--- src/rtl/change_dispense_ctrl_pkg.sv ---
// Coin codes, coin values and controller state encodings for the change dispenser.
// The coin codes match the encoding used by vending_machine.
package change_dispense_ctrl_pkg;

    typedef logic [2:0] coin_t;

    localparam coin_t COIN_NONE    = 3'b000;
    localparam coin_t COIN_NICKEL  = 3'b001;
    localparam coin_t COIN_DIME    = 3'b010;
    localparam coin_t COIN_QUARTER = 3'b011;
    localparam coin_t COIN_HALF    = 3'b100;
    localparam coin_t COIN_DOLLAR  = 3'b101;

    // Coin values expressed in nickels
    localparam logic [4:0] VAL_NICKEL  = 5'd1;
    localparam logic [4:0] VAL_DIME    = 5'd2;
    localparam logic [4:0] VAL_QUARTER = 5'd5;
    localparam logic [4:0] VAL_HALF    = 5'd10;
    localparam logic [4:0] VAL_DOLLAR  = 5'd20;

    localparam logic [2:0] ST_IDLE   = 3'd0;
    localparam logic [2:0] ST_SELECT = 3'd1;
    localparam logic [2:0] ST_EJECT  = 3'd2;
    localparam logic [2:0] ST_DONE   = 3'd3;
    localparam logic [2:0] ST_FAIL   = 3'd4;

    typedef struct packed {
        logic  found;
        coin_t code;
    } pick_t;

    function automatic logic [4:0] coin_value(input coin_t code);
        case (code)
            COIN_NICKEL:  return VAL_NICKEL;
            COIN_DIME:    return VAL_DIME;
            COIN_QUARTER: return VAL_QUARTER;
            COIN_HALF:    return VAL_HALF;
            COIN_DOLLAR:  return VAL_DOLLAR;
            default:      return 5'd0;
        endcase
    endfunction

endpackage

--- src/rtl/change_dispense_ctrl_if.sv ---
// Payout request, ejector handshake and status bundle of the change dispenser.
interface change_dispense_ctrl_if #(
    parameter int AMT_W = 8,
    parameter int CNT_W = 5
) ();
    logic             start;
    logic [AMT_W-1:0] amount;
    logic [4:0]       avail;
    logic             eject_ack;
    logic             eject_req;
    logic [2:0]       eject_coin;
    logic             busy;
    logic             done;
    logic             fail;
    logic             jam;
    logic [AMT_W-1:0] remaining;
    logic [CNT_W-1:0] nickel_out;
    logic [CNT_W-1:0] dime_out;
    logic [CNT_W-1:0] quarter_out;
    logic [CNT_W-1:0] half_dollar_out;
    logic [CNT_W-1:0] dollar_out;

    modport master (
        output start, amount, avail, eject_ack,
        input  eject_req, eject_coin, busy, done, fail, jam, remaining,
        input  nickel_out, dime_out, quarter_out, half_dollar_out, dollar_out
    );

    modport slave (
        input  start, amount, avail, eject_ack,
        output eject_req, eject_coin, busy, done, fail, jam, remaining,
        output nickel_out, dime_out, quarter_out, half_dollar_out, dollar_out
    );
endinterface

--- src/rtl/change_dispense_ctrl_coin_pick.sv ---
// Greedy coin selector: largest available denomination not exceeding what is still owed.
module change_dispense_ctrl_coin_pick
    import change_dispense_ctrl_pkg::*;
#(
    parameter int AMT_W = 8
) (
    input  logic [AMT_W-1:0] remaining,
    input  logic [4:0]       avail,
    output pick_t            pick
);

    logic [4:0] fits_s;

    assign fits_s[0] = avail[0] && (AMT_W'(VAL_NICKEL)  <= remaining);
    assign fits_s[1] = avail[1] && (AMT_W'(VAL_DIME)    <= remaining);
    assign fits_s[2] = avail[2] && (AMT_W'(VAL_QUARTER) <= remaining);
    assign fits_s[3] = avail[3] && (AMT_W'(VAL_HALF)    <= remaining);
    assign fits_s[4] = avail[4] && (AMT_W'(VAL_DOLLAR)  <= remaining);

    // Priority encode dollar > half > quarter > dime > nickel
    always_comb begin
        pick.found = 1'b0;
        pick.code  = COIN_NONE;
        if (fits_s[4]) begin
            pick.found = 1'b1;
            pick.code  = COIN_DOLLAR;
        end else if (fits_s[3]) begin
            pick.found = 1'b1;
            pick.code  = COIN_HALF;
        end else if (fits_s[2]) begin
            pick.found = 1'b1;
            pick.code  = COIN_QUARTER;
        end else if (fits_s[1]) begin
            pick.found = 1'b1;
            pick.code  = COIN_DIME;
        end else if (fits_s[0]) begin
            pick.found = 1'b1;
            pick.code  = COIN_NICKEL;
        end else begin
            pick.found = 1'b0;
            pick.code  = COIN_NONE;
        end
    end

endmodule

--- src/rtl/change_dispense_ctrl.sv ---
// Change/refund payout sequencer: picks coins greedily and drives the ejector req/ack handshake.
module change_dispense_ctrl
    import change_dispense_ctrl_pkg::*;
#(
    parameter int AMT_W       = 8,
    parameter int CNT_W       = 5,
    parameter int ACK_TIMEOUT = 16
) (
    input logic                  clk,
    input logic                  rst,
    change_dispense_ctrl_if.slave bus
);

    localparam int TMO_W = $clog2(ACK_TIMEOUT + 1);

    logic [2:0]       state_r;
    logic [AMT_W-1:0] remaining_r;
    logic             req_r;
    coin_t            coin_r;
    logic             busy_r;
    logic             done_r;
    logic             fail_r;
    logic             jam_r;
    logic [TMO_W-1:0] tmo_r;
    logic [CNT_W-1:0] nickel_r;
    logic [CNT_W-1:0] dime_r;
    logic [CNT_W-1:0] quarter_r;
    logic [CNT_W-1:0] half_r;
    logic [CNT_W-1:0] dollar_r;
    pick_t            pick_s;

    function automatic logic [CNT_W-1:0] sat_inc(input logic [CNT_W-1:0] c);
        if (c == {CNT_W{1'b1}}) begin
            return c;
        end else begin
            return c + CNT_W'(1);
        end
    endfunction

    change_dispense_ctrl_coin_pick #(.AMT_W(AMT_W)) u_coin_pick (
        .remaining (remaining_r),
        .avail     (bus.avail),
        .pick      (pick_s)
    );

    // Payout FSM with all status outputs registered
    always_ff @(posedge clk or posedge rst) begin
        if (rst) begin
            state_r     <= ST_IDLE;
            remaining_r <= {AMT_W{1'b0}};
            req_r       <= 1'b0;
            coin_r      <= COIN_NONE;
            busy_r      <= 1'b0;
            done_r      <= 1'b0;
            fail_r      <= 1'b0;
            jam_r       <= 1'b0;
            tmo_r       <= {TMO_W{1'b0}};
            nickel_r    <= {CNT_W{1'b0}};
            dime_r      <= {CNT_W{1'b0}};
            quarter_r   <= {CNT_W{1'b0}};
            half_r      <= {CNT_W{1'b0}};
            dollar_r    <= {CNT_W{1'b0}};
        end else begin
            case (state_r)
                ST_IDLE: begin
                    if (bus.start) begin
                        remaining_r <= bus.amount;
                        nickel_r    <= {CNT_W{1'b0}};
                        dime_r      <= {CNT_W{1'b0}};
                        quarter_r   <= {CNT_W{1'b0}};
                        half_r      <= {CNT_W{1'b0}};
                        dollar_r    <= {CNT_W{1'b0}};
                        jam_r       <= 1'b0;
                        busy_r      <= 1'b1;
                        state_r     <= ST_SELECT;
                    end
                end
                ST_SELECT: begin
                    if (remaining_r == {AMT_W{1'b0}}) begin
                        done_r  <= 1'b1;
                        state_r <= ST_DONE;
                    end else if (pick_s.found) begin
                        coin_r  <= pick_s.code;
                        req_r   <= 1'b1;
                        tmo_r   <= {TMO_W{1'b0}};
                        state_r <= ST_EJECT;
                    end else begin
                        fail_r  <= 1'b1;
                        state_r <= ST_FAIL;
                    end
                end
                ST_EJECT: begin
                    // An ack arriving on the timeout cycle still counts as a dropped coin
                    if (bus.eject_ack) begin
                        remaining_r <= remaining_r - AMT_W'(coin_value(coin_r));
                        case (coin_r)
                            COIN_NICKEL:  nickel_r  <= sat_inc(nickel_r);
                            COIN_DIME:    dime_r    <= sat_inc(dime_r);
                            COIN_QUARTER: quarter_r <= sat_inc(quarter_r);
                            COIN_HALF:    half_r    <= sat_inc(half_r);
                            COIN_DOLLAR:  dollar_r  <= sat_inc(dollar_r);
                            default:      nickel_r  <= nickel_r;
                        endcase
                        req_r   <= 1'b0;
                        coin_r  <= COIN_NONE;
                        state_r <= ST_SELECT;
                    end else if (tmo_r == TMO_W'(ACK_TIMEOUT - 1)) begin
                        jam_r   <= 1'b1;
                        req_r   <= 1'b0;
                        coin_r  <= COIN_NONE;
                        fail_r  <= 1'b1;
                        state_r <= ST_FAIL;
                    end else begin
                        tmo_r <= tmo_r + TMO_W'(1);
                    end
                end
                ST_DONE: begin
                    done_r  <= 1'b0;
                    busy_r  <= 1'b0;
                    state_r <= ST_IDLE;
                end
                ST_FAIL: begin
                    fail_r  <= 1'b0;
                    busy_r  <= 1'b0;
                    state_r <= ST_IDLE;
                end
                default: begin
                    req_r   <= 1'b0;
                    coin_r  <= COIN_NONE;
                    busy_r  <= 1'b0;
                    done_r  <= 1'b0;
                    fail_r  <= 1'b0;
                    state_r <= ST_IDLE;
                end
            endcase
        end
    end

    assign bus.eject_req       = req_r;
    assign bus.eject_coin      = coin_r;
    assign bus.busy            = busy_r;
    assign bus.done            = done_r;
    assign bus.fail            = fail_r;
    assign bus.jam             = jam_r;
    assign bus.remaining       = remaining_r;
    assign bus.nickel_out      = nickel_r;
    assign bus.dime_out        = dime_r;
    assign bus.quarter_out     = quarter_r;
    assign bus.half_dollar_out = half_r;
    assign bus.dollar_out      = dollar_r;

endmodule

--- src/flat_wrapper.sv ---
// flat-port wrapper written by rule: the top's interface ports become plain ports
module change_dispense_ctrl_flat import change_dispense_ctrl_pkg::*;
#(
    parameter int AMT_W       = 8,
    parameter int CNT_W       = 5,
    parameter int ACK_TIMEOUT = 16
)
  (clk, rst, bus_start, bus_amount, bus_avail, bus_eject_ack, bus_eject_req, bus_eject_coin, bus_busy, bus_done, bus_fail, bus_jam, bus_remaining, bus_nickel_out, bus_dime_out, bus_quarter_out, bus_half_dollar_out, bus_dollar_out);
  change_dispense_ctrl_if #(.AMT_W(AMT_W), .CNT_W(CNT_W)) bus_i ();
  input logic clk;
  input logic rst;
  input wire logic [$bits(bus_i.start)-1:0] bus_start;
  input wire logic [$bits(bus_i.amount)-1:0] bus_amount;
  input wire logic [$bits(bus_i.avail)-1:0] bus_avail;
  input wire logic [$bits(bus_i.eject_ack)-1:0] bus_eject_ack;
  output wire logic [$bits(bus_i.eject_req)-1:0] bus_eject_req;
  output wire logic [$bits(bus_i.eject_coin)-1:0] bus_eject_coin;
  output wire logic [$bits(bus_i.busy)-1:0] bus_busy;
  output wire logic [$bits(bus_i.done)-1:0] bus_done;
  output wire logic [$bits(bus_i.fail)-1:0] bus_fail;
  output wire logic [$bits(bus_i.jam)-1:0] bus_jam;
  output wire logic [$bits(bus_i.remaining)-1:0] bus_remaining;
  output wire logic [$bits(bus_i.nickel_out)-1:0] bus_nickel_out;
  output wire logic [$bits(bus_i.dime_out)-1:0] bus_dime_out;
  output wire logic [$bits(bus_i.quarter_out)-1:0] bus_quarter_out;
  output wire logic [$bits(bus_i.half_dollar_out)-1:0] bus_half_dollar_out;
  output wire logic [$bits(bus_i.dollar_out)-1:0] bus_dollar_out;
  assign bus_i.start = bus_start;
  assign bus_i.amount = bus_amount;
  assign bus_i.avail = bus_avail;
  assign bus_i.eject_ack = bus_eject_ack;
  assign bus_eject_req = bus_i.eject_req;
  assign bus_eject_coin = bus_i.eject_coin;
  assign bus_busy = bus_i.busy;
  assign bus_done = bus_i.done;
  assign bus_fail = bus_i.fail;
  assign bus_jam = bus_i.jam;
  assign bus_remaining = bus_i.remaining;
  assign bus_nickel_out = bus_i.nickel_out;
  assign bus_dime_out = bus_i.dime_out;
  assign bus_quarter_out = bus_i.quarter_out;
  assign bus_half_dollar_out = bus_i.half_dollar_out;
  assign bus_dollar_out = bus_i.dollar_out;
  change_dispense_ctrl #(.AMT_W(AMT_W), .CNT_W(CNT_W), .ACK_TIMEOUT(ACK_TIMEOUT)) u_core (.clk(clk), .rst(rst), .bus(bus_i));
endmodule
--- config.mk ---
export PLATFORM = sky130hd
export DESIGN_NAME = change_dispense_ctrl_flat
export DESIGN_NICKNAME = d
export VERILOG_FILES = /design/src/rtl/change_dispense_ctrl_pkg.sv /design/src/rtl/change_dispense_ctrl_if.sv /design/src/rtl/change_dispense_ctrl_coin_pick.sv /design/src/rtl/change_dispense_ctrl.sv /design/src/flat_wrapper.sv
export SDC_FILE = /design/constraint.sdc
export NUM_CORES = 1
export LEC_CHECK = 0
export ABC_AREA = 1
export CAP_MARGIN = 10
export CORE_ASPECT_RATIO = 1.4
export CORE_MARGIN = 3
export CORE_UTILIZATION = 52
export DETAILED_ROUTE_END_ITERATION = 12
export PLACE_DENSITY = 0.8
export SLEW_MARGIN = 20
export SYNTH_ARGS = -nofsm -noshare
export SYNTH_HDL_FRONTEND = slang
export SYNTH_SLANG_ARGS = --single-unit
--- constraint.sdc ---
create_clock -name clk -period 2.58 [get_ports clk]
set_clock_uncertainty 0.15 [all_clocks]
set_input_delay 0.516 -clock clk [delete_from_list [all_inputs] [get_ports clk]]
set_output_delay 0.516 -clock clk [all_outputs]
set_load 0.01 [all_outputs]
==> results.py, run 1 <==
metrics = {
    "status": {
        "outcome": "complete, no violations",
    },
    "clock_tree": {
        "insertion_delay_ns": 0.30,
        "cts_tree": "done",
        "cts_buffers": 5,
        "clk_pin_slew_ns": 0.09,
        "post-cts-setup-buffers": 0,
        "post_cts_resize_count": 0,
        "clk_path_buf_depth": 2,
        "cts_hold_buf": 0,
        "cts.sink_count": 49,
        "htree_levels": 2,
        "cts-root-buf": "clkbuf_8",
    },
    "floorplanning": {
        "rows": 31,
        "fp.dieH_um": 95.3,
        "start_util": 0.553,
        "die_x_um": 69.8,
        "ioPinCount": 58,
        "dieArea_mm2": 0.00665,
        "coreArea_mm2": 0.00535,
    },
    "sta": {
        "slew_viol_final": 0,
        "period_minus_slack_ns": 2.18,
        "finalWorstSetupSlack_ns": 0.403,
        "slew_headroom": 0.748,
        "tightest_slew_ns": 0.377,
        "rsz0062_at_grt": "no",
        "fin_crit_sh": 0.844,
        "setup_violations": 0,
        "fin_tns_setup_ns": 0,
        "fmax_mhz": 459,
        "hold_viol": 0,
    },
    "place": {
        "gp_congestion": 0.818,
        "hpwl_um": 5250,
        "io_buffers": 57,
        "pre_cts_ws_ns": 0.316,
    },
    "routing": {
        "via_per_inst": 5.38,
        "vias": 2726,
        "final_antenna_net_count": 0,
        "drc_errors": 0,
        "routed_wl_um": 6930,
        "first_iter_violations": 128,
        "firstDrtPassIters": 4,
        "post_drt_wl_per_cell_um": 13.7,
    },
    "synthesis": {
        "synthTopCellsByArea": "dfrtp_1, nand2_1, ha_1, o21ai_0, inv_1",
        "synthDistinctLibCells": 36,
        "netlist_instances": 379,
        "ys_seq_area_frac": 0.414,
        "ys_warn_count": 0,
        "synth.avg_cell_area_um2": 7.81,
        "netlist_area_mm2": 0.00296,
        "synth_seq_cells": 49,
        "yosys.area.top_type": "dfrtp_1",
        "netlist.area_leader.share": 0.414,
        "synth_nets": 414,
    },
    "worst_setup_path": {
        "cp-start-kind": "flip-flop",
        "r2r_start": "u_core.bus.eject_coin[2]",
        "worstPathRequired_ns": 2.63,
        "end_kind": "flip-flop",
        "crit_type": "flip-flop to flip-flop",
        "critPathMaxFanout": 7,
        "crit_arrival_ns": 2.23,
        "critPathLaunch": "u_core.bus.eject_coin[2]",
    },
    "pwr": {
        "pwr-share-seq": 0.326,
        "p_switching_mw": 1.77,
        "internal-power_mw": 2.21,
        "p_comb_frac": 0.534,
        "powerDensity_mw_per_mm2": 1070,
        "p_leak_nw": 1.75,
        "swShare": 0.444,
        "p_clk_frac": 0.140,
        "ir_drop_uv": 502,
    },
    "global_route": {
        "grt_max_degree": 43,
        "grt-ovfl-total": 0,
        "antenna_found_initial": 0,
        "grt_pass1_vias": 2787,
        "grt_usage": 0.224,
        "grt_pass1_wl_um": 12100,
    },
    "finish": {
        "layout-drive-gt1-share": 0.0771,
        "fin_nets": 475,
        "mostFrequentLayoutCell": "nand2_1",
        "syn_to_final_growth_pct": 25.6,
        "antenna_cells": 0,
        "mostFrequentLayoutCells": "nand2_1, clkdlybuf4s50_1, dfrtp_1, inv_1, o21ai_0",
    },
    "run": {
        "drv_cap": 0,
    },
    "hold_path": {
        "hold_class": "primary input to async pin",
    },
}
==> flip-flops by register name (all words and copies together), names as in the netlist <==
name / count
u_core.bus.dollar_out: 5
u_core.tmo_r: 5
u_core.bus.eject_coin: 3
u_core.state_r: 3
u_core.bus.busy: 1
u_core.bus.fail: 1
u_core.bus.eject_req: 1
u_core.bus.dime_out: 5
u_core.bus.half_dollar_out: 5
u_core.bus.remaining: 8
u_core.bus.nickel_out: 5
u_core.bus.jam: 1
u_core.bus.quarter_out: 5
u_core.bus.done: 1
==> critical path: stages, from the launching register on <==
cell	delay (ns)
dfrtp_1	0.47
inv_1	0.10
nand2_1	0.09
nand2_1	0.11
nand2_1	0.06
ha_1	0.35
nand2_1	0.09
nand2_1	0.06
nand2_1	0.07
nand3_1	0.12
o21ai_0	0.17
nand2_1	0.07
o21bai_1	0.12
nand2_1	0.06
==> synthesized netlist by cell type (all sizes together) <==
cell and number:
a21boi 1, a21oi 12, a31o 1, a31oi 2
buf 6, clkbuf 1, dfrtp 49, fa 1
ha 17, inv 47, nand2 108, nand3 21
nand3b 1, nand4 4, nor2 31, nor3 9
nor3b 5, o211ai 3, o21a 6, o21ai 43
o21bai 1, o22ai 1, o31ai 3, or2 4
xnor2 1, xor2 1
==> power groups by stage <==
stage                     registers, mW  clock network (mW)  logic [mW]
after floorplan                    1.33                   0        1.34
after global placement             1.30                   0        2.06
after detailed placement           1.31                   0        2.13
after CTS                          1.30               0.566        2.14
after global routing               1.34               0.593        2.41
final                              1.30               0.557        2.13
==> per-layer routing <==
layer	vias up	wire [um]	GRT usage
met2	49	3820	0.420
met5	-	0	0
li1	1364	-	-
met3	9	233	0.0401
met4	0	102	0.0719
met1	1304	2780	0.256
==> path summary, 6_finish.rpt <==
| kind | endpoint | slack [ns] | depth (start not counted) |
|---|---|---|---|
| worst max-delay path | u_core.bus.remaining[7] | 0.40 | 13 |
| worst min-delay path | u_core.bus.half_dollar_out[3] | 0.28 | 2 |
| worst max register to register | u_core.bus.remaining[7] | 0.40 | 13 |
| worst min register to register | u_core.tmo_r[4] | 0.33 | 2 |
| max in group asynchronous | u_core.bus.done | 1.53 | 3 |
| min in group clk | u_core.tmo_r[4] | 0.33 | 2 |
==> final cells by class <==
class / count / area, um2
Tap cell: 66 / 82.6
Fill cell: 476 / 1640
Inverter: 47 / 179
Timing Repair Buffer: 61 / 613
Clock buffer: 6 / 72.6
Clock inverter: 2 / 38.8
Sequential cell: 49 / 1230
Multi-Input combinational cell: 276 / 1510
==> logic make-up after synthesis <==
logic type	Yosys count	synth area share
AND/OR/NAND/NOR	183	0.286
buffers and inverters	54	0.0773
XOR/XNOR	2	0.00592
adder cells (fa/ha/maj)	18	0.0786
AO/OA/AOI/OAI	73	0.138
flip-flops	49	0.414
==> metrics by stage <==
step	power, mW	utilization	std cells	instance area, um2	hold WS, ns
floorplan	2.67	-	379	2960	0.292
global placement	3.36	0.674	499	3610	0.303
detailed placement	3.45	0.674	499	3610	0.309
CTS	4.01	0.694	507	3720	0.280
global route	4.34	0.694	507	3720	0.292
finish	3.98	0.694	507	3720	0.277
Note: power is estimated with default switching activity, not from simulation.
==> run 2: changes to the inputs <==
==> constraint.sdc (replaced) <==
create_clock -name clk -period 2.1 [get_ports clk]
set_clock_uncertainty 0.15 [all_clocks]
set_input_delay 0.42 -clock clk [delete_from_list [all_inputs] [get_ports clk]]
set_output_delay 0.42 -clock clk [all_outputs]
set_load 0.01 [all_outputs]
==> results.py, run 2 (synthesis gave the netlist of run 1 again) <==
metrics = {
    "clock_tree": {
        "insertion_delay_ns": 0.31,
        "clk_path_buf_depth": 2,
        "cts.sink_count": 49,
        "htree_levels": 2,
        "cts_tree": "done",
        "clk_pin_slew_ns": 0.09,
        "cts-root-buf": "clkbuf_8",
        "cts_buffers": 5,
        "cts_hold_buf": 0,
    },
    "sta": {
        "fin_crit_sh": 0.966,
        "tightest_slew_ns": 0.354,
        "fmax_mhz": 493,
        "hold_viol": 0,
        "slew_headroom": 0.761,
        "slew_viol_final": 0,
        "period_minus_slack_ns": 2.03,
        "setup_violations": 0,
        "rsz0062_at_grt": "yes",
        "worst_hold_slack_ns": 0.310,
    },
    "finish": {
        "mostFrequentLayoutCells": "nand2_1, clkdlybuf4s50_1, dfrtp_1, inv_1, o21ai_0",
        "layout-drive-gt1-share": 0.121,
        "mostFrequentLayoutCell": "nand2_1",
        "fillers": 432,
        "syn_to_final_growth_pct": 29.0,
        "fin_area_mm2": 0.00382,
        "antenna_cells": 0,
        "largest_reg_flops": 8,
        "multi_input_comb_area_mm2": 0.00157,
        "register_area_mm2": 0.00123,
        "fin_nets": 482,
    },
    "pwr": {
        "powerDensity_mw_per_mm2": 1330,
        "p_total_mw": 5.10,
        "ir_drop_uv": 633,
        "p_leak_nw": 1.78,
    },
    "worst_setup_path": {
        "cpMaxStageDelayCell": "dfrtp_1",
        "end_kind": "flip-flop",
        "max_stage_delay_ns": 0.43,
        "critPathMaxFanout": 5,
        "cp-start-kind": "flip-flop",
        "crit_chain": "inv_1 > nand3_1 > ha_4 > a21oi_1 > nand3_2 > o21ai_0 > nand2_1 > o21bai_1 > nand2_1",
        "cpMostUsedCell": "nand2_1",
        "worstPathRequired_ns": 2.15,
        "crit_type": "flip-flop to flip-flop",
        "crit_arrival_ns": 2.08,
    },
    "global_route": {
        "antenna_found_initial": 0,
        "grt_pass1_wl_um": 12100,
        "grt-ovfl-total": 0,
        "grt_pass1_vias": 2703,
        "grt_max_degree": 50,
        "grt_usage": 0.222,
    },
    "floorplanning": {
        "fp.dieH_um": 95.3,
        "dieArea_mm2": 0.00665,
        "ioPinCount": 58,
        "rows": 31,
        "start_util": 0.553,
        "coreArea_mm2": 0.00535,
        "die_x_um": 69.8,
    },
    "routing": {
        "drc_errors": 0,
        "via_per_inst": 5.41,
        "firstDrtPassIters": 4,
        "vias": 2781,
        "final_antenna_net_count": 0,
        "first_iter_violations": 142,
        "routed_wl_um": 7220,
        "post_drt_wl_per_cell_um": 14.0,
    },
    "hold_path": {
        "hold_class": "primary input to async pin",
    },
    "status": {
        "outcome": "complete, no violations",
    },
    "place": {
        "hpwl_um": 5340,
        "io_buffers": 57,
        "placed_area_mm2": 0.00366,
        "gp_congestion": 0.813,
    },
    "run": {
        "drv_cap": 0,
    },
}
run 2: layout make-up:
cell class | count | share of cell area
clock buffer | 6 | 0.0190
clock inverter | 2 | 0.00393
inverter | 47 | 0.0468
multi-input combinational | 276 | 0.410
sequential | 49 | 0.321
tap | 66 | 0.0216
timing repair buffer | 68 | 0.178
run 2: final timing paths:
| path | from | to | slack [ns] | depth (start not counted) |
|---|---|---|---|---|
| max in group asynchronous | rst | u_core.bus.eject_coin[2] | 1.23 | 3 |
| min | rst | u_core.bus.nickel_out[3] | 0.31 | 3 |
| max reg2reg | u_core.bus.eject_coin[1] | u_core.bus.remaining[7] | 0.07 | 9 |
| max | u_core.bus.eject_coin[1] | u_core.bus.remaining[7] | 0.07 | 9 |
| min reg2reg | u_core.tmo_r[4] | u_core.tmo_r[4] | 0.33 | 2 |
| min in group clk | u_core.tmo_r[4] | u_core.tmo_r[4] | 0.33 | 2 |
run 2: through the flow:
step                TNS [ns]  instances  setup WS (ns)  utilization
floorplan                  0        379         0.0780            -
global placement           0        505         0.0887        0.684
detailed placement         0        505         0.0219        0.684
CTS                        0        513         0.0160        0.701
global route          -0.239        514        -0.0510        0.714
finish                     0        514         0.0716        0.714
run 2: worst max-delay path, delay by kind of cell, from the launching register on:
family                   cells  cell delay [ns]
AND/OR/NAND/NOR              4             0.44
AO/OA/AOI/OAI                3             0.49
buffers and inverters        1             0.13
flip-flops                   1             0.43
adder cells (fa/ha/maj)      1             0.28
run 2: routing by layer:
metal / routed length (um) / global-route usage
met5: 0 / 0
met4: 86 / 0.0655
met3: 295 / 0.0390
met2: 3960 / 0.409
met1: 2880 / 0.264
run 2: report_power, final:
| part | switching (mW) | leakage [nW] | internal (mW) |
|---|---|---|---|
| combinational | 1.63 | 1.10 | 1.33 |
| clock | 0.327 | 0.0374 | 0.235 |
| sequential | 0.339 | 0.642 | 1.24 |
run 2: repair_timing:
action	in CTS	in global routing
endpoints found under the setup margin	0	14
endpoints found under the hold margin	0	0
buffers inserted	0	1
gates resized for setup	0	15
==> RTL edit 1: new RTL, flow settings as in run 2 <==
`CNT_W` is set to 5 in 3 places; all go to 10.
--- a/src/rtl/change_dispense_ctrl_if.sv
+++ b/src/rtl/change_dispense_ctrl_if.sv
@@ -1,7 +1,7 @@
 // Payout request, ejector handshake and status bundle of the change dispenser.
 interface change_dispense_ctrl_if #(
     parameter int AMT_W = 8,
-    parameter int CNT_W = 5
+    parameter int CNT_W = 10
 ) ();
     logic             start;
     logic [AMT_W-1:0] amount;
--- a/src/rtl/change_dispense_ctrl.sv
+++ b/src/rtl/change_dispense_ctrl.sv
@@ -3,7 +3,7 @@
     import change_dispense_ctrl_pkg::*;
 #(
     parameter int AMT_W       = 8,
-    parameter int CNT_W       = 5,
+    parameter int CNT_W       = 10,
     parameter int ACK_TIMEOUT = 16
 ) (
     input logic                  clk,
--- a/src/flat_wrapper.sv
+++ b/src/flat_wrapper.sv
@@ -2,7 +2,7 @@
 module change_dispense_ctrl_flat import change_dispense_ctrl_pkg::*;
 #(
     parameter int AMT_W       = 8,
-    parameter int CNT_W       = 5,
+    parameter int CNT_W       = 10,
     parameter int ACK_TIMEOUT = 16
 )
   (clk, rst, bus_start, bus_amount, bus_avail, bus_eject_ack, bus_eject_req, bus_eject_coin, bus_busy, bus_done, bus_fail, bus_jam, bus_remaining, bus_nickel_out, bus_dime_out, bus_quarter_out, bus_half_dollar_out, bus_dollar_out);
Interface: changed (5 resized); port bits go from 58 to 83. No check against the original RTL was run, so the function may have changed too.
==> RTL edit 1 against run 2 <==
The run now ends with setup timing left. Worst setup slack got worse by 0.24 ns. Synthesized cell count up 65%. Sequential cell count increased by 25. Synthesized area up 56%. Combinational power rose by 40%. Clock power grew to 2.7 times the old value. Maximum frequency shrank 11%. Largest cell class unchanged. First-iteration DRC count rose to 3.3 times the old value. Final area grew 65%. Critical endpoint unchanged. Routed wire length up 94%. Power up 51%.
==> RTL edit 1: results (changes against run 2) <==
[critical_path]
crit_arrival_ns = 2.36  ; was 2.08 ns

[global_routing]
grt_pass1_wl_um = 21600  ; was 12100 um
grt_usage = 0.264  ; was 0.222

[sta]
worst_slack_ns = -0.173  ; was 0.0716 ns
finalSetupTns_ns = -0.741  ; was 0 ns
setup_violations = 6  ; was 0

[route]
viasPerCell = 5.68  ; was 5.41
first_pass_iters = 5  ; was 4
dr.first_iter.drc_count = 468  ; was 142

[yosys]
synth_common_cells = nand2_1, dfrtp_1, nor2_1  ; was nand2_1, dfrtp_1, inv_1
yosysUniqueCellTypes = 41  ; was 36
syn_inst = 624  ; was 379

[place]
numPortBuffers = 82  ; was 57
routabilityCongestion = 0.924  ; was 0.813
dp_hpwl_um = 8800  ; was 5340 um

[clock_tree]
numCtsBuffers = 9  ; was 5
insertion_delay_ns = 0.34  ; was 0.31 ns
cts-root-buf = clkbuf_16  ; was clkbuf_8
htree_levels = 3  ; was 2

[final_layout]
drive_gt1_frac = 0.166  ; was 0.121
fin_nets = 773  ; was 482

[power_and_ir_drop]
static-leakage-power_nw = 2.91  ; was 1.78 nW

[worst_hold_path]
hp-class = register to register  ; was input port to asynchronous set/reset pin

[outcome]
violations = setup timing
status = finished, violations left  ; was complete, no violations

## RTL edit 1: stage by stage
step | util | setup slack, ns
after detailed placement | 0.663 | -0.0648
after CTS | 0.702 | -0.00799
after floorplan | - | 0.00627
after global routing | 0.731 | -0.314
after global placement | 0.663 | 0.0238
final | 0.731 | -0.173
## RTL edit 1: cell families (layout without fill, tap and decap cells)
family                     Yosys count  in the layout  synth area share
and+or+nand+nor                    363            363             0.346
buffers and inverters               74            197            0.0703
DFF                                 74             74             0.400
adders and majority gates           13             13            0.0368
AOI/OAI and AO/OA                   66             66            0.0825
xor gates and xnor gates            34             34            0.0644
## RTL edit 1: final timing paths
path / from / end / slack [ns] / cells after the start
min in group asynchronous: rst / u_core.bus.dime_out[6] / 0.38 / 3
setup reg to reg: u_core.bus.eject_coin[2] / u_core.bus.remaining[7] / -0.17 / 12
hold / removal: u_core.bus.eject_req / u_core.bus.eject_req / 0.33 / 2
hold reg to reg: u_core.bus.eject_req / u_core.bus.eject_req / 0.33 / 2
max in group asynchronous: rst / u_core.bus.nickel_out[5] / 1.09 / 3
setup / recovery: u_core.bus.eject_coin[2] / u_core.bus.remaining[7] / -0.17 / 12
## RTL edit 1: cell type report
type,count,area [um2]
clock buffers,12,246
clock inverters,3,40.0
fillers,623,2320
inverters,59,230
multi-input cells,476,2630
flip-flops and latches,74,1850
well taps,105,131
repair buffers,123,1160
## RTL edit 1: timing repair
item | 4_1_cts | 5_1_grt
setup endpoints to repair | 4 | 43
gates resized for setup | 8 | 39
hold endpoints to repair | 0 | 0
gates cloned | 0 | 0
setup buffers | 1 | 15
pin swaps | 3 | 15
## RTL edit 1: report_power, final
group          internal, mW  total [mW]  switching [mW]
Combinational          1.78        4.15            2.37
Clock                 0.942        1.53           0.587
Sequential             1.68        2.04           0.361
Total                  4.40        7.72            3.32
## RTL edit 1: metal layers
metal  up-vias  part of all wire  track usage  wire (um)
met4         0             0.056        0.134        789
met2       228              0.51        0.451       7190
met1      2307              0.37        0.310       5130
li1       2228                 -            -          -
met3        73             0.063       0.0476        881
met5         -                 0            0          0
## RTL edit 1: critical path: cells and delay by family, from the launching register on
family	cells	cell delay (ns)
adders and majority gates	1	0.27
AOI/OAI and AO/OA	3	0.43
and+or+nand+nor	8	0.87
DFF	1	0.44
==> RTL edit 2: new RTL, settings of run 2 <==
Without the edit above. Reset style: synchronous (`rst`), changed in one clocked block.
--- a/src/rtl/change_dispense_ctrl.sv
+++ b/src/rtl/change_dispense_ctrl.sv
@@ -44,7 +44,7 @@
     );
 
     // Payout FSM with all status outputs registered
-    always_ff @(posedge clk or posedge rst) begin
+    always_ff @(posedge clk) begin
         if (rst) begin
             state_r     <= ST_IDLE;
             remaining_r <= {AMT_W{1'b0}};
Function: differs if rst is asserted again (counterexample within 4 cycles, from zero or initial values and one cycle with rst high); with rst held inactive, the same outputs for 4 cycles.
==> RTL edit 2 against run 2 <==
Final area fell by 1.4%. Die area is 5.1% lower. Sequential power is 11% lower. Power is 7.5% lower. Synthesized area down 5.5%. Worst setup slack improved by 0.031 ns. Routed wire length increased by 0.72%. Sequential share of layout area shrank 5.9 points. Sequential cell count did not move. Via count up 6.8%. Critical path type is now register to output pin. Critical endpoint is now bus_remaining[3]. Largest power group unchanged.
==> RTL edit 2: results (changes against run 2) <==
[final_layout]
seq_area_um2 = 987  ; was 1230 um2
post-route-util = 0.724  ; was 0.714
multi_input_gates = 303  ; was 276
fin_cells = 557  ; was 514
largest_register_ffs = 8  ; unchanged
nClkBuffers = 5  ; was 6
bufAreaShareNonClock = 0.198  ; was 0.178
n_all_inverters = 51  ; was 47
multi_input_area_um2 = 1670  ; was 1570 um2
drive_gt1_frac = 0.147  ; was 0.121
clkCellAreaFrac = 0.0229  ; about the same
fin_nets = 525  ; was 482
nNonClkBuffers = 80  ; was 68

[yosys]
yosysUniqueCellTypes = 34  ; was 36
synthXorXnorAreaFrac = 0.00626  ; was 0.00592
synth_compound_area_frac = 0.174  ; was 0.138
ys_async_sr_fraction = 0  ; was 1.00
syn_inst = 411  ; was 379
ys.flop_type = dfxtp_1  ; was dfrtp_1
synthAdderAreaFrac = 0.0832  ; was 0.0786
synth_fp_nets = 446  ; was 414
yosysWarnings = 0  ; unchanged
netlist_top_cells_area = dfxtp_1, nand2_1, ha_1  ; was dfrtp_1, nand2_1, ha_1
ys_seq_area_frac = 0.351  ; was 0.414
synth_common_cells = nand2_1, dfxtp_1, nor2_1  ; was nand2_1, dfrtp_1, inv_1

[outcome]
status = complete, no violations  ; unchanged

[critical_path]
crit_arrival_ns = 1.43  ; was 2.08 ns
reg2reg_slack_ns = 0.15  ; was 0.07 ns
ff2ff_path_depth = 11  ; was 9
worst-setup-path-type = register to output pin  ; was register to register
critical_path.max_fanout = 4  ; was 5
timing.rr.end = u_core.bus.remaining[6]  ; was u_core.bus.remaining[7]
worst_r2r_startpoint = u_core.bus.eject_coin[2]  ; was u_core.bus.eject_coin[1]

[power_and_ir_drop]
pwr.group.sequential_mw = 1.40  ; was 1.58 mW
ir_worst_vdd_v = 0.000729  ; was 0.000633 V
static-leakage-power_nw = 1.59  ; was 1.78 nW
p_int_mw = 2.56  ; was 2.80 mW
p_clk_frac = 0.118  ; was 0.110

[global_routing]
antenna_found_initial = 0  ; unchanged
grt_pass1_vias = 2725  ; was 2703
grt_pass1_wl_um = 11700  ; was 12100 um
grt_usage = 0.236  ; was 0.222
grt_max_degree = 20  ; was 50

[route]
dr.first_iter.drc_count = 199  ; was 142
vias = 2970  ; was 2781
wl_per_cell_um = 13.1  ; was 14.0 um

[clock_tree]
clock_path_buffers = 2  ; unchanged

[place]
dp_hpwl_um = 5260  ; was 5340 um
routabilityCongestion = 0.843  ; was 0.813
dp.cells = 546  ; was 505
numPortBuffers = 57  ; unchanged

[worst_hold_path]
hp-class = register to register  ; was input port to asynchronous set/reset pin

[RTL edit 2: cell types whose count changed after synthesis, moves of 6 or more]
cell / before / now
dfrtp_1: 49 / 0
dfxtp_1: 0 / 49
a21oi_1: 12 / 36
nor2_1: 28 / 48
nand3_1: 18 / 35
nand2_1: 99 / 88
o21ai_0: 38 / 32
[RTL edit 2: worst max path at each step]
stage               slack (ns)                startpoint                 endpoint  depth (start not counted)
detailed placement        0.02  u_core.bus.eject_coin[0]  u_core.bus.remaining[7]                         10
CTS                       0.02  u_core.bus.eject_coin[1]  u_core.bus.remaining[6]                         10
floorplan                 0.13  u_core.bus.eject_coin[0]  u_core.bus.remaining[7]                         10
finish                    0.10   u_core.bus.remaining[3]         bus_remaining[3]                          2
global placement          0.05                 bus_start   u_core.bus.dime_out[3]                          8
global route            -0.007  u_core.bus.eject_coin[2]  u_core.bus.remaining[6]                         11
[RTL edit 2: per-stage QoR]
step                TNS, ns  cell area, um2  setup WS, ns  hold WS, ns
global route        -0.0130            3760      -0.00668        0.362
CTS                       0            3650        0.0166        0.311
global placement          0            3560        0.0483        0.286
detailed placement        0            3560        0.0162        0.295
finish                    0            3760         0.103        0.304
floorplan                 0            2800         0.129        0.289
[RTL edit 2: what timing repair did]
item                                    CTS  global route
cloned                                    0             0
pin swaps                                 0             9
gates resized for setup                   1            27
setup buffers                             0             3
endpoints found under the setup margin    1            38
[RTL edit 2: metal layers]
metal / vias up / part of all wire / global-route usage
met5: - / 0 / 0
met4: 0 / 0.020 / 0.0862
met3: 12 / 0.041 / 0.0340
met2: 77 / 0.51 / 0.405
met1: 1372 / 0.43 / 0.289
li1: 1509 / - / -
[RTL edit 2: worst max-delay path, cell delays in order (launching register included)]
cell and delay (ns):
dfxtp_1 0.42, buf_4 0.17, clkdlybuf4s50_1 0.53
